File: config.mk
export PLATFORM = sky130hd
export DESIGN_NAME = tile_spawner
export DESIGN_NICKNAME = d
export VERILOG_FILES = /design/src/rtl/game_pkg.sv /design/src/rtl/lfsr16.sv /design/src/rtl/tile_spawner.sv
export SDC_FILE = /design/constraint.sdc
export NUM_CORES = 1
export LEC_CHECK = 0
export BUFFER_PORTS_ARGS = -buffer_cell sky130_fd_sc_hd__buf_2
export CORE_ASPECT_RATIO = 1.2
export CORE_UTILIZATION = 55
export CTS_BUF_LIST = sky130_fd_sc_hd__clkbuf_4
export DETAILED_ROUTE_END_ITERATION = 8
export GPL_TIMING_DRIVEN = 0
export PLACE_DENSITY = 0.81
export SYNTH_ARGS = -nofsm -noshare
export SYNTH_HDL_FRONTEND = slang
export SYNTH_SLANG_ARGS = --single-unit
File: constraint.sdc
create_clock -name clk -period 3.3 [get_ports clk]
set_clock_uncertainty 0.2 [all_clocks]
set_input_delay 0.33 -clock clk [delete_from_list [all_inputs] [get_ports clk]]
set_output_delay 0.33 -clock clk [all_outputs]
set_load 0.1 [all_outputs]
File: src/rtl/game_pkg.sv
// Shared constants and types for the 2048 board datapath.
package game_pkg;

  localparam int          CELL_W     = 4;
  localparam int          N_CELLS    = 16;
  localparam logic [15:0] LFSR_POLY  = 16'hB400;
  localparam logic [3:0]  VALUE_TWO  = 4'd1;
  localparam logic [3:0]  VALUE_FOUR = 4'd2;

  typedef enum logic [2:0] {
    SP_IDLE,
    SP_SCAN,
    SP_PICK,
    SP_FALLBACK,
    SP_WRITE,
    SP_DONE
  } spawn_state_e;

  // Descending scan so the last hit is the lowest set bit.
  function automatic logic [3:0] lowest_set(input logic [N_CELLS-1:0] mask);
    logic [3:0] idx;
    idx = 4'd0;
    for (int i = N_CELLS - 1; i >= 0; i--) begin
      if (mask[i]) idx = 4'(i);
    end
    return idx;
  endfunction

endpackage

File: src/rtl/lfsr16.sv
// Free-running 16-bit Galois LFSR (right shift), reloaded with SEED on reset.
module lfsr16
  import game_pkg::*;
#(
  parameter logic [15:0] SEED = 16'hACE1
) (
  input  logic        clk,
  input  logic        rst,
  output logic [15:0] state
);

  logic [15:0] state_q, state_d;

  always_comb begin
    state_d = {1'b0, state_q[15:1]} ^ (state_q[0] ? LFSR_POLY : 16'h0000);
  end

  always_ff @(posedge clk) begin
    if (rst) state_q <= SEED;
    else     state_q <= state_d;
  end

  assign state = state_q;

endmodule

File: src/rtl/tile_spawner.sv
// Picks a random empty cell after a move and presets a new tile into it.
// Build option: define SPAWN_FOUR_EN to occasionally spawn a "4" instead of a "2".
module tile_spawner
  import game_pkg::*;
#(
  parameter logic [15:0] LFSR_SEED = 16'hACE1,
  parameter int          MAX_TRIES = 8
) (
  input  logic                      clk,
  input  logic                      rst,
  input  logic                      start,
  input  logic [N_CELLS*CELL_W-1:0] board,
  output logic [N_CELLS-1:0]        preset_ext,
  output logic [CELL_W-1:0]         value_preset,
  output logic                      busy,
  output logic                      done,
  output logic                      full
);

  localparam logic [3:0] TRY_LIMIT = 4'(MAX_TRIES);

  spawn_state_e              state_q, state_d;
  logic [N_CELLS*CELL_W-1:0] snap_q, snap_d;
  logic [3:0]                tries_q, tries_d;
  logic [3:0]                index_q, index_d;
  logic                      full_q, full_d;
  logic [N_CELLS-1:0]        empty_mask;
  logic [15:0]               lfsr_state;
  logic                      lfsr_unused;
  logic [3:0]                probe;

  lfsr16 #(.SEED(LFSR_SEED)) u_lfsr (
    .clk   (clk),
    .rst   (rst),
    .state (lfsr_state)
  );

  assign probe       = lfsr_state[3:0];
  assign lfsr_unused = ^lfsr_state;

  always_comb begin
    empty_mask = '0;
    for (int i = 0; i < N_CELLS; i++) begin
      empty_mask[i] = (snap_q[i*CELL_W +: CELL_W] == '0);
    end
  end

`ifdef SPAWN_FOUR_EN
  logic four_q, four_d;
  logic four_roll;
  assign four_roll = (lfsr_state[11:8] == 4'd0);
`endif

  always_comb begin
    state_d = state_q;
    snap_d  = snap_q;
    tries_d = tries_q;
    index_d = index_q;
    full_d  = full_q;
`ifdef SPAWN_FOUR_EN
    four_d  = four_q;
`endif
    case (state_q)
      SP_IDLE: begin
        full_d = 1'b0;
        if (start) begin
          snap_d  = board;
          state_d = SP_SCAN;
        end
      end
      SP_SCAN: begin
        if (empty_mask == '0) begin
          full_d  = 1'b1;
          state_d = SP_DONE;
        end else begin
          full_d  = 1'b0;
          tries_d = 4'd0;
          state_d = SP_PICK;
        end
      end
      SP_PICK: begin
        if (empty_mask[probe]) begin
          index_d = probe;
`ifdef SPAWN_FOUR_EN
          four_d  = four_roll;
`endif
          state_d = SP_WRITE;
        end else begin
          tries_d = tries_q + 4'd1;
          if (tries_q + 4'd1 == TRY_LIMIT) state_d = SP_FALLBACK;
        end
      end
      SP_FALLBACK: begin
        index_d = lowest_set(empty_mask);
`ifdef SPAWN_FOUR_EN
        four_d  = four_roll;
`endif
        state_d = SP_WRITE;
      end
      SP_WRITE: state_d = SP_DONE;
      // full stays visible alongside done, then clears on the way back to idle
      SP_DONE: begin
        full_d  = 1'b0;
        state_d = SP_IDLE;
      end
      default: state_d = SP_IDLE;
    endcase
  end

  always_ff @(posedge clk) begin
    if (rst) begin
      state_q <= SP_IDLE;
      snap_q  <= '0;
      tries_q <= '0;
      index_q <= '0;
      full_q  <= 1'b0;
`ifdef SPAWN_FOUR_EN
      four_q  <= 1'b0;
`endif
    end else begin
      state_q <= state_d;
      snap_q  <= snap_d;
      tries_q <= tries_d;
      index_q <= index_d;
      full_q  <= full_d;
`ifdef SPAWN_FOUR_EN
      four_q  <= four_d;
`endif
    end
  end

  always_comb begin
    preset_ext   = '0;
    value_preset = '0;
    if (state_q == SP_WRITE) begin
      preset_ext = {{(N_CELLS-1){1'b0}}, 1'b1} << index_q;
`ifdef SPAWN_FOUR_EN
      value_preset = four_q ? VALUE_FOUR : VALUE_TWO;
`else
      value_preset = VALUE_TWO;
`endif
    end
  end

  assign busy = (state_q != SP_IDLE);
  assign done = (state_q == SP_DONE);
  assign full = full_q;

endmodule

After elaboration in Yosys (flattened, before gate mapping)
Cells that the tools add are included.

operators by class
  $add $sub $neg = 1
  equality and inequality tests = 11
  shift-type cells = 1
  muxes and demuxes = 33
  bitwise logic cells = 1
  order comparisons = 1
  reductions and logical operators = 27

operators with widths
  operator                                              count
  2-to-1 mux 4 bit                                      19
  zero test 4 bit                                       16
  2-to-1 mux 16 bit                                     2
  zero test 16 bit                                      1
  case mux 4 bit (2 select lines)                       2
  left shift 1 x 4 -> 16 bit (first input constant)     1
  XOR 15 x 16 -> 16 bit                                 1
  case mux 3 bit (5 select lines)                       1
  2-to-1 mux 3 bit                                      4
  inequality test 2 bit (second input constant)         4
  equality test 3 x 2 -> 1 bit (second input constant)  2
  equality test 3 bit (second input constant)           2
  AND reduction 2 bit                                   3
  nonzero test 2 bit                                    3
  < comparator 4 x 5 -> 1 bit (second input constant)   1
  adder 4 x 1 -> 4 bit (second input constant)          1
  binary-select mux 1 bit (select 4 bit)                1
  equality test 4 bit (second input constant)           1
  equality test 3 x 1 -> 1 bit (second input constant)  1
  zero test 3 bit                                       1
  2-to-1 mux 1 bit                                      3
  inequality test 3 bit (second input constant)         1
  AND reduction 3 bit                                   1
  nonzero test 3 bit                                    1
  2 further kinds                                       2

storage, ports and cells
  input bits = 67
  output and inout port bits = 23
  register bits = 92
  logic and storage cells = 81

Logic depth before layout (Yosys ltp)
  word-level depth = 18
  gate-level depth with buffers = 7
  depth with buffers taken out = 6

Hierarchy
Synthesis repeated with hierarchy kept, for this count alone.

unflattened totals
  cells, all modules = 505
  area total of the unflattened synthesis = 4117.7 µm²

modules (own cells, without submodules)
  module        area each (µm²)  instances  seq. area each (µm²)  cells each
  tile_spawner  3557.2           1          1521.5                456
  lfsr16        560.5            1          320.3                 49

Worst setup path before layout
OpenSTA, ideal clock, no wires.

  path type = register -> output
  start point = register state_q[0]
  end point = output port preset_ext[10]
  required time = 2.770 ns
  setup slack = -0.715 ns
  buffers on the path = 0
  stages on the path, launching flop included = 6
  data arrival time = 3.485 ns
  cell sequence = dfxtp_1 > nor2_1 > nand2_1 > inv_1 > nand3_1 > nor3_1

on the way
  cells in the longest elaborated chain, start to end = 2

RTL lines
  what                      line                 source
  start: declaration        tile_spawner.sv:22   spawn_state_e state_q, state_d;
  start signal: assignment  tile_spawner.sv:121  state_q <= state_d;
  equality test 3 bit       tile_spawner.sv:135  if (state_q == SP_WRITE) begin
  2-to-1 mux 16 bit         tile_spawner.sv:135
  end: declaration          tile_spawner.sv:13   output logic [N_CELLS-1:0] preset_ext,

Every way passes these cells.

Final worst setup path
  start point = register snap_q[36]
  end point = register index_q[1]

on the way
  cells in the longest elaborated chain, start to end = 12
  elaborated cells on any way between the ends = 16
  classes of those cells = eq/ne: 1; mux: 13; reduce/logical: 2

RTL lines
  what                             line                 source
  start: declaration               tile_spawner.sv:23   logic [N_CELLS*CELL_W-1:0] snap_q, snap_d;
  start signal: assignment         tile_spawner.sv:122  snap_q <= snap_d;
  zero test 4 bit (*)              tile_spawner.sv:44   empty_mask[i] = (snap_q[i*CELL_W +: CELL_W] == '0);
  2-to-1 mux 4 bit (10 in a row)   game_pkg.sv:24       if (mask[i]) idx = 4'(i);
  case mux 4 bit (2 select lines)  tile_spawner.sv:63   case (state_q)
  end signal: assignment           tile_spawner.sv:124  index_q <= index_d;
  end: declaration                 tile_spawner.sv:25   logic [3:0] index_q, index_d;

Mark *: on every way between the ends. The rest lies on a longest branch, timed or not. The select of a mux whose other input is x is not followed.
A chain may end at the register's enable or synchronous reset.

==> impl_metrics.csv <==
group,metric,value,unit
worst_setup_path,critPathLaunch,"snap_q[36]",
worst_setup_path,worstPathArrival,2.72,ns
worst_setup_path,r2r_start,"snap_q[36]",
global_route,grt_antenna_before_repair,0,
worst_hold_path,min-delay-start,"rst",
placement,portBuffers,86,
cells_and_area,final_cell_mix,"nand2_1 (149), dfxtp_1 (92), buf_2 (87)",
yosys,synth_edf_count,0,
drt,ant_nets,0,
global_route,grt_pass1_wl,18100,µm
clocking,numCtsBuffers,9,
yosys,synthXorXnorAreaFrac,0.655,%
global_route,overflow,0,
drt,routed_wl,11300,µm
cells_and_area,syn_to_final_growth,34.8,%
die,num_io_pins,90,
sta,max_slew_margin,52.2,%
drt,firstDrtPassIters,4,
power,peakVddDrop,0.000332,V
clocking,path_clk_slew,0.14,ns
worst_setup_path,critPathMaxFanout,5,
global_route,grt_usage,31.0,%
drt,routed_via_density,5.53,
sta,fin_setup_tns,0,ns
drt,drc,0,
sta,report.final.slew_viol_count,0,
clocking,cts_tree,"built",
sta,worst_pin_slew,0.711,ns
yosys,ys_seq_area_share,45.9,%
global_route,grt_pass1_vias,4036,
sta,fin_crit,2.59,ns
yosys,syn_inst,492,
sta,post-route-period-util,78.6,%
die,fp.dieArea,7640,µm²
run,drv_cap,0,
cells_and_area,drive_above_1_share,21.4,%
placement,gp_congestion,0.850,
yosys,synthesis.area,4010,µm²
drt,wire_per_inst,15.1,µm
yosys,ys_types,54,
sta,fmax,385,MHz
power,powerDensity,484,nW/µm²
yosys,synth-compound-area-share,16.5,%
worst_hold_path,min_path_type,"input port to flop",
yosys,synth-seq-cells,92,
sta,rsz0062_at_grt,"false",
drt,via_count,4129,
run_status,status,"complete, no violations",
yosys,yosysTopAreaCell,"dfxtp_1",
yosys,synth-main-ff-cell,"dfxtp_1",
worst_setup_path,setup.worst_path.class,"flop to flop",
clocking,cts_sinks,92,
drt,wl_met3,505,µm
placement,hpwl,6850,µm
clocking,post_cts_resized,0,
clocking,h-tree-depth,3,
clocking,clk_latency,0.44,ns
worst_setup_path,end_kind,"flop",
drt,highest_layer,"met4",
sta,hold_violations,0,
die,initial_core_util,57.8,%
cells_and_area,final_common_cell,"nand2_1",
global_route,grt_max_degree,16,
yosys,async_reset_ff_share,0,%
yosys,synthTopCellsByArea,"dfxtp_1 (46%), nand2_1 (14%), a21oi_1 (8.9%), nor4_4 (2.7%), nor2b_1 (2.0%)",
yosys,synth_warnings,0,
worst_setup_path,crit_required,3.43,ns
sta,setup_viol,0,
clocking,clockBufferDepth,2,
die,die_w,80.0,µm
worst_setup_path,start_kind,"flop",
yosys,synthAdderAreaFrac,0.312,%
yosys,synth_top_family_by_area,"simple AND/OR/NAND/NOR gates",
die,core,6940,µm²
drt,drt-met1-wl,4450,µm
cells_and_area,layout.nets,723,
cells_and_area,fill_cells,475,
yosys,synthSimpleGateAreaFrac,31.6,%
yosys,postSynthAreaPerCell,8.15,µm²
cells_and_area,diodes,0,
die,die_y,95.5,µm
drt,wl_met2,5900,µm
yosys,synth_top_area_share,45.9,%
yosys,muxShareOfSynthArea,0.998,%
clocking,cts-root-buf,"clkbuf_4",
power,power,2.61,mW
power,power_leakage,2.19,nW
drt,drt_iter0_drc,256,
die,rows,33,
-- metrics by stage --
step                      utilization (%)  setup slack, ns  instance area, µm²  hold slack (ns)  instances
after floorplan                         -           0.0244                4040            0.189        494
after global placement               66.0            0.887                4580            0.192        667
after detailed placement             66.0            0.817                4580            0.198        667
after CTS                            77.9            0.697                5400           0.0875        747
after global routing                 77.9            0.545                5400            0.125        747
final                                77.9            0.705                5400            0.104        747
-- worst paths after layout --
kind / cells past startpoint / slack, ns / end
setup / recovery: 6 / 0.71 / index_q[1]
hold reg to reg: 1 / 0.21 / u_lfsr.state[11]
setup reg to reg: 6 / 0.71 / index_q[1]
hold / removal: 3 / 0.10 / tries_q[0]
-- worst max-delay path, stage by stage, from the launching register on --
cell,delay (ns)
dfxtp_1,0.36
nor4_1,0.65
nor3_1,0.17
nor4_4,0.31
nand4_1,0.23
a21o_4,0.29
mux2_4,0.29
-- layer usage --
metal	vias to the layer above	track usage, %
met1	1907	33.5
met5	-	0
met3	44	5.93
li1	2021	-
met4	0	15.2
met2	157	57.5
-- kinds of logic after synthesis --
group           after synthesis
compound gates              107
xor+xnor                      3
fa+ha+maj                     1
buf+inv                      37
flops                        92
mux                           3
other cells                   1
simple gates                248
-- report_power, final --
group	switching [mW]	internal, mW	leakage (nW)
Combinational	0.349	0.234	1.33
Clock	0.374	0.394	0.0970
Sequential	0.0679	1.20	0.756
-- sequential cells by signal (all words and copies together) (netlist names) --
| name | count |
|---|---|
| u_lfsr.state | 16 |
| state_q | 3 |
| index_q | 4 |
| snap_q | 64 |
| tries_q | 4 |
| full | 1 |
-- timing repair --
action	in CTS	in global routing
setup buffers	0	0
endpoints found under the hold margin	64	0
endpoints found under the setup margin	0	0
hold buffers	64	0
-- Yosys cell counts (3+ instances only) --
master    count
nand2_1     149
dfxtp_1      92
a21oi_1      71
clkbuf_1     21
nor2_1       18
nor2b_1      13
nor4_1       13
inv_1         8
nor3_1        7
nand3_1       6
nor4_2        6
nor4_4        5
o211ai_1      5
or4_1         5
a211oi_1      4
and2_1        4
buf_4         4
o21ai_1       4
or2_2         4
a31oi_1       3
nand2b_1      3
o21ai_0       3
o31ai_1       3
xnor2_1       3
-- cell type report --
class	instances	area [µm²]	share of cell area (%)
plain buffers	28	125	2.32
repair buffers	150	1070	19.8
clock inverters	6	111	2.06
flip-flops and latches	92	1840	34.1
multi-input cells	365	2040	37.7
clock buffers	10	75.1	1.39
inverters	9	33.8	0.625
well taps	87	109	2.01
Note: power is estimated with default switching activity, not from simulation.
